File: config.mk
export PLATFORM = sky130hd
export DESIGN_NAME = alu1_seq_ctrl_flat
export DESIGN_NICKNAME = d
export VERILOG_FILES = /design/src/rtl/alu1_seq_ctrl_if.sv /design/src/rtl/alu1_seq_ctrl.sv /design/src/flat_wrapper.sv
export SDC_FILE = /design/constraint.sdc
export NUM_CORES = 1
export LEC_CHECK = 0
export CAP_MARGIN = 20
export CORE_MARGIN = 2
export CORE_UTILIZATION = 42
export DETAILED_ROUTE_END_ITERATION = 8
export PLACE_DENSITY = 0.74
export SETUP_SLACK_MARGIN = 0.1
export SLEW_MARGIN = 0
export SYNTH_ARGS = -nofsm -noshare
export SYNTH_HDL_FRONTEND = slang
export SYNTH_SLANG_ARGS = --single-unit
File: constraint.sdc
create_clock -name clk -period 1.95 [get_ports clk]
set_clock_uncertainty 0.05 [all_clocks]
set_input_delay 0.585 -clock clk [delete_from_list [all_inputs] [get_ports clk]]
set_output_delay 0.585 -clock clk [all_outputs]
set_load 0.1 [all_outputs]
File: src/rtl/alu1_seq_ctrl_if.sv
// alu1_seq_ctrl_if
//   Groups the issue handshake, flush/divider controls, writeback and wakeup
//   signals of the ALU1 multiply/divide sequencer.
//   modport master : environment side. It drives the issue, flush, div_done
//                    and result_ack inputs and observes the controller outputs.
//   modport slave  : controller side (alu1_seq_ctrl).
interface alu1_seq_ctrl_if;
    logic       issue_vld;
    logic       issue_is_div;
    logic [5:0] issue_PR;
    logic       issue_rdy;
    logic       flush;
    logic       div_done;
    logic       result_ack;
    logic       ALU1_start;
    logic       ALU1_op_div;
    logic       ALU1_kill;
    logic       ALU1_result_vld;
    logic [5:0] ALU1_result_PR;
    logic       ALU1_wakeup_vld;
    logic [5:0] ALU1_wakeup_PR;

    modport master (
        output issue_vld, issue_is_div, issue_PR, flush, div_done, result_ack,
        input  issue_rdy, ALU1_start, ALU1_op_div, ALU1_kill,
               ALU1_result_vld, ALU1_result_PR, ALU1_wakeup_vld, ALU1_wakeup_PR
    );

    modport slave (
        input  issue_vld, issue_is_div, issue_PR, flush, div_done, result_ack,
        output issue_rdy, ALU1_start, ALU1_op_div, ALU1_kill,
               ALU1_result_vld, ALU1_result_PR, ALU1_wakeup_vld, ALU1_wakeup_PR
    );
endinterface

File: src/rtl/alu1_seq_ctrl.sv
// alu1_seq_ctrl
//   Sequencer for the shared ALU1 multiply/divide unit. It holds at most one op
//   in flight. A multiply completes a fixed MUL_LAT cycles after it is accepted.
//   A divide completes the cycle after div_done. The result is held in WB until
//   it is acknowledged. A flush cancels the op in flight from any state.
//
//   Parameter MUL_LAT : cycles from accept to first result_vld for a multiply (2..15).
//   Ports:
//     clk  : clock, all state on the rising edge
//     rst  : asynchronous active-high reset
//     bus  : alu1_seq_ctrl_if.slave. It carries the issue handshake, flush,
//            div_done, result_ack, the datapath start/kill, writeback and wakeup.
//
//   Optional feature: define ALU1_EARLY_WAKEUP_EN to broadcast a multiply's
//   wakeup in its last MUL cycle instead of in its first WB cycle.
//
//   state | meaning
//   IDLE  | nothing in flight, ready to accept
//   MUL   | multiply in flight, counting toward MUL_LAT
//   DIV   | divide in flight, waiting for div_done
//   WB    | result valid, waiting for result_ack
module alu1_seq_ctrl #(
    parameter int unsigned MUL_LAT = 3
) (
    input  logic            clk,
    input  logic            rst,
    alu1_seq_ctrl_if.slave  bus
);

    typedef enum logic [1:0] {
        S_IDLE = 2'd0,
        S_MUL  = 2'd1,
        S_DIV  = 2'd2,
        S_WB   = 2'd3
    } state_t;

    localparam logic [3:0] MUL_TC = 4'(MUL_LAT - 1);

    state_t     state_q, state_d;
    logic [3:0] cnt_q, cnt_d;
    logic [5:0] pr_q, pr_d;
    logic       op_div_q, op_div_d;
    logic       first_wb_q, first_wb_d;

    logic       issue_rdy;
    logic       accept;
    logic       mul_tc;
    logic       result_vld;
    logic       wakeup_vld;

    // Ready is forced low while reset is held. A flush blocks any accept in
    // its own cycle.
    assign issue_rdy = ~rst & ~bus.flush &
                       ((state_q == S_IDLE) | ((state_q == S_WB) & bus.result_ack));
    assign accept    = bus.issue_vld & issue_rdy;
    assign mul_tc    = (state_q == S_MUL) && (cnt_q == MUL_TC);

    always_ff @(posedge clk or posedge rst) begin
        if (rst) begin
            state_q    <= S_IDLE;
            cnt_q      <= 4'd0;
            pr_q       <= 6'd0;
            op_div_q   <= 1'b0;
            first_wb_q <= 1'b0;
        end else begin
            state_q    <= state_d;
            cnt_q      <= cnt_d;
            pr_q       <= pr_d;
            op_div_q   <= op_div_d;
            first_wb_q <= first_wb_d;
        end
    end

    always_comb begin
        state_d  = state_q;
        cnt_d    = cnt_q;
        pr_d     = pr_q;
        op_div_d = op_div_q;

        case (state_q)
            S_IDLE: state_d = S_IDLE;
            S_MUL: begin
                if (mul_tc) begin
                    state_d = S_WB;
                end else begin
                    cnt_d = cnt_q + 4'd1;
                end
            end
            S_DIV: begin
                if (bus.div_done) begin
                    state_d = S_WB;
                end
            end
            S_WB: begin
                if (bus.result_ack) begin
                    state_d = S_IDLE;
                end
            end
            default: state_d = S_IDLE;
        endcase

        // A new accept comes from IDLE or from an acknowledged WB (back-to-back).
        if (accept) begin
            state_d  = bus.issue_is_div ? S_DIV : S_MUL;
            cnt_d    = 4'd1;
            pr_d     = bus.issue_PR;
            op_div_d = bus.issue_is_div;
        end

        // Flush overrides everything, including div_done and result_ack.
        if (bus.flush) begin
            state_d = S_IDLE;
        end

        // This flag marks the first WB cycle of an op. The wakeup keys off it,
        // so a stalled WB does not repeat the broadcast.
        first_wb_d = (state_d == S_WB) && (state_q != S_WB);
    end

    assign result_vld = (state_q == S_WB);

`ifdef ALU1_EARLY_WAKEUP_EN
    // The multiply wakeup goes out one cycle ahead of writeback. A flush in that
    // cycle does not suppress it, because consumers squash on flush themselves.
    assign wakeup_vld = mul_tc | (first_wb_q & op_div_q);
`else
    assign wakeup_vld = first_wb_q;
`endif

    assign bus.issue_rdy       = issue_rdy;
    assign bus.ALU1_start      = accept;
    assign bus.ALU1_op_div     = bus.issue_is_div;
    assign bus.ALU1_kill       = bus.flush & (state_q == S_DIV);
    assign bus.ALU1_result_vld = result_vld;
    assign bus.ALU1_result_PR  = result_vld ? pr_q : 6'd0;
    assign bus.ALU1_wakeup_vld = wakeup_vld;
    assign bus.ALU1_wakeup_PR  = wakeup_vld ? pr_q : 6'd0;

endmodule

File: src/flat_wrapper.sv
// flat-port wrapper written by rule: the top's interface ports become plain ports
module alu1_seq_ctrl_flat 
#(
    parameter int unsigned MUL_LAT = 3
)
  (clk, rst, bus_issue_vld, bus_issue_is_div, bus_issue_PR, bus_flush, bus_div_done, bus_result_ack, bus_issue_rdy, bus_ALU1_start, bus_ALU1_op_div, bus_ALU1_kill, bus_ALU1_result_vld, bus_ALU1_result_PR, bus_ALU1_wakeup_vld, bus_ALU1_wakeup_PR);
  alu1_seq_ctrl_if bus_i ();
  input  logic clk;
  input  logic rst;
  input wire logic [$bits(bus_i.issue_vld)-1:0] bus_issue_vld;
  input wire logic [$bits(bus_i.issue_is_div)-1:0] bus_issue_is_div;
  input wire logic [$bits(bus_i.issue_PR)-1:0] bus_issue_PR;
  input wire logic [$bits(bus_i.flush)-1:0] bus_flush;
  input wire logic [$bits(bus_i.div_done)-1:0] bus_div_done;
  input wire logic [$bits(bus_i.result_ack)-1:0] bus_result_ack;
  output wire logic [$bits(bus_i.issue_rdy)-1:0] bus_issue_rdy;
  output wire logic [$bits(bus_i.ALU1_start)-1:0] bus_ALU1_start;
  output wire logic [$bits(bus_i.ALU1_op_div)-1:0] bus_ALU1_op_div;
  output wire logic [$bits(bus_i.ALU1_kill)-1:0] bus_ALU1_kill;
  output wire logic [$bits(bus_i.ALU1_result_vld)-1:0] bus_ALU1_result_vld;
  output wire logic [$bits(bus_i.ALU1_result_PR)-1:0] bus_ALU1_result_PR;
  output wire logic [$bits(bus_i.ALU1_wakeup_vld)-1:0] bus_ALU1_wakeup_vld;
  output wire logic [$bits(bus_i.ALU1_wakeup_PR)-1:0] bus_ALU1_wakeup_PR;
  assign bus_i.issue_vld = bus_issue_vld;
  assign bus_i.issue_is_div = bus_issue_is_div;
  assign bus_i.issue_PR = bus_issue_PR;
  assign bus_i.flush = bus_flush;
  assign bus_i.div_done = bus_div_done;
  assign bus_i.result_ack = bus_result_ack;
  assign bus_issue_rdy = bus_i.issue_rdy;
  assign bus_ALU1_start = bus_i.ALU1_start;
  assign bus_ALU1_op_div = bus_i.ALU1_op_div;
  assign bus_ALU1_kill = bus_i.ALU1_kill;
  assign bus_ALU1_result_vld = bus_i.ALU1_result_vld;
  assign bus_ALU1_result_PR = bus_i.ALU1_result_PR;
  assign bus_ALU1_wakeup_vld = bus_i.ALU1_wakeup_vld;
  assign bus_ALU1_wakeup_PR = bus_i.ALU1_wakeup_PR;
  alu1_seq_ctrl #(.MUL_LAT(MUL_LAT)) u_core (.clk(clk), .rst(rst), .bus(bus_i));
endmodule
==> flow_summary.toml <==
[finish]
finalNetCount = 139
fill_cells = 84
postLayoutCoreUtil = 0.891
syn_to_final_growth_pct = 98.4
drive_above_1_share = 0.634
antenna_cells = 0

[floorplanning]
fp.dieW_um = 47.0
die_h_um = 47.0
io_pins = 31
rows = 15
initial_core_util = 0.449
core_sq_um = 1730
die_area_sq_um = 2210

[timing]
clock.fmax_mhz = 501
final-hold-violation-count = 0
max-slew-margin-rel = 0.680
setup_viol = 9
fin_crit_ns = 1.99
min_period_over_period = 1.02
timing.final.ws_setup_ns = -0.0446
whs_ns = 0.362
finalMaxSlewViolations = 0
worst_slew_pin_slew_ns = 0.479
rsz0062_at_grt = "true"

[synth]
yosys_warnings = 0
async_flop_share = 1.00
syn_avg_cell_area_sq_um = 10.5
yosysSeqAreaShare = 0.419
synth_commonest_cells = "dfrtp_1 (13), and2_1 (7), and3_1 (6), mux2_4 (6), o21ai_0 (6)"
synth.top_cell.area_share = 0.419
ys_ff_latch = 13
synth_edf_count = 0
synth_nets = 89
yosys.area.top_type = "dfrtp_1"
yosysMostFrequentCell = "dfrtp_1"
yosysUniqueCellTypes = 26
syn_area_sq_um = 776
synth_ff_type = "dfrtp_1"
synthTopCellsByArea = "dfrtp_1 (42%), mux2_4 (12%), and2_1 (5.6%), and3_1 (4.8%), o21ai_0 (3.9%)"
syn_inst = 74

[critical_path]
max_stage_delay_ns = 0.46
crit_type = "flop to output port"
cp-start-kind = "flop"
r2r_start = "u_core.state_q[1]"
reg2reg_to = "u_core.cnt_q[2]"
critical_path.endpoint_type = "output port"
rr_worst_depth = 6
critical_path_buf_inv_count = 2
required_ns = 1.31
worstPathMaxFanout = 4
path_cells = "and3_4 -> o21ai_4 -> inv_4 -> buf_12"
critPathTopFamily = "flip-flops"
critical_path.slowest_cell = "dfrtp_2"
cp.arrival_ns = 1.36
reg2reg_slack_ns = 0.14

[run_status]
violations = "setup timing"
status = "complete, but fails checks"

[global_route]
gr-total-overflow = 0
grt_pass1_wl_mm = 4.17
track_usage = 0.288
grt_max_degree = 15
grt_antenna_before_repair = 0
grt_pass1_vias = 843

[route]
via_per_inst = 5.54
drt_iter0_drc = 21
dr.pass1.iters = 4
dr_total_vias = 820
routedWlPerCell_um = 18.6
drc = 0
routed_wl_mm = 2.75
ant_nets = 0

[pwr]
p_per_area_nw_per_um2 = 652
p_leak_nw = 0.666
max-vdd-ir-drop_mv = 0.598

[job]
drv_cap = 0

[place]
dpl.hpwl_mm = 1.62
dpl_worst_slack_ns = -0.374
portBuffers = 30
place.gp.congestion = 0.812

[min_path]
hold_class = "primary input to async pin"

[clocking]
cts.sinks = 13
clockRootBuffer = "clkbuf_4"
path_clk_slew_ns = 0.08
cts_tree = "yes"
clk_path_buf_depth = 2
htreeDepth = 1
cts-buffers-inserted = 3
insertion_delay_ns = 0.28
-- layout make-up --
type / instances / area (sq um) / area share
Timing Repair Buffer: 48 / 611 / 0.397
Clock buffer: 4 / 26.3 / 0.0171
Inverter: 4 / 21.3 / 0.0138
Multi-Input combinational cell: 54 / 520 / 0.338
Sequential cell: 13 / 329 / 0.214
Tap cell: 25 / 31.3 / 0.0203
-- metrics by stage --
stage | TNS (ns) | instances | area, sq um | power [mW]
2_1_floorplan | -0.0968 | 74 | 820 | 0.627
3_3_place_gp | -2.52 | 135 | 1380 | 0.744
3_5_place_dp | -2.72 | 135 | 1380 | 0.764
4_1_cts | -0.0466 | 145 | 1520 | 0.966
5_1_grt | -0.624 | 148 | 1540 | 1.06
6_report | -0.291 | 148 | 1540 | 1.00
-- routing by layer --
metal | global-route usage | up-vias | share of wire
met5 | 0 | - | 0
met1 | 0.324 | 406 | 0.37
met4 | 0.144 | 0 | 0.027
met2 | 0.532 | 40 | 0.56
met3 | 0.0346 | 9 | 0.046
li1 | - | 365 | -
-- worst max path at each step --
| stage | start | to | slack, ns | depth (start not counted) |
|---|---|---|---|---|
| floorplan | rst | bus_issue_rdy | -0.1 | 3 |
| global placement | rst | bus_ALU1_start | -0.37 | 5 |
| detailed placement | rst | bus_ALU1_start | -0.37 | 5 |
| CTS | u_core.state_q[0] | bus_ALU1_start | -0.02 | 5 |
| global route | u_core.state_q[1] | bus_ALU1_start | -0.07 | 4 |
| finish | u_core.state_q[1] | bus_ALU1_start | -0.04 | 4 |
-- power breakdown --
group	switching [mW]	leakage, nW	internal [mW]
clock	0.0891	0.0150	0.0795
sequential	0.0809	0.159	0.339
combinational	0.213	0.492	0.202
-- flip-flops by register name, indices dropped and copies added, names as in the netlist --
register,cells
u_core.pr_q,6
u_core.state_q,2
u_core.cnt_q,4
u_core.bus.ALU1_wakeup_vld,1
-- placed cells by master (no fill, tap or decap), types with 2 or more instances in the layout --
cell type,count
o21ai_0,5
dfrtp_1,10
ha_1,2
buf_12,18
or3_1,3
inv_1,2
nor2_4,3
buf_4,15
a21oi_1,4
and2_4,7
buf_2,2
buf_6,3
mux2_4,6
clkdlybuf4s50_1,7
dfrtp_2,3
and3_4,7
clkbuf_4,3
o21ai_4,2
nand3_1,2
-- cells by family (layout without fill, tap and decap cells) --
kind of cell,count (synthesis),after routing,synth area share
AOI/OAI and AO/OA,15,15,0.124
adders and majority gates,2,2,0.0323
buffers and inverters,7,56,0.0516
DFF,13,13,0.419
muxes,6,6,0.116
and+or+nand+nor,31,31,0.256
-- worst reg2reg max path, stage by stage (launching register included) --
cell and delay (ns):
dfrtp_2 0.46, buf_4 0.15, buf_6 0.11, buf_4 0.13, nand2b_2 0.22, or4_1 0.41
a21oi_1 0.19
-- what timing repair did --
item | 4_1_cts | 5_1_grt
setup buffers | 5 | 3
hold buffers | 0 | 0
pin swaps | 11 | 2
resized for setup | 35 | 2
gates cloned | 1 | 0
setup endpoints to repair | 17 | 10
(Power assumes the default switching activity.)
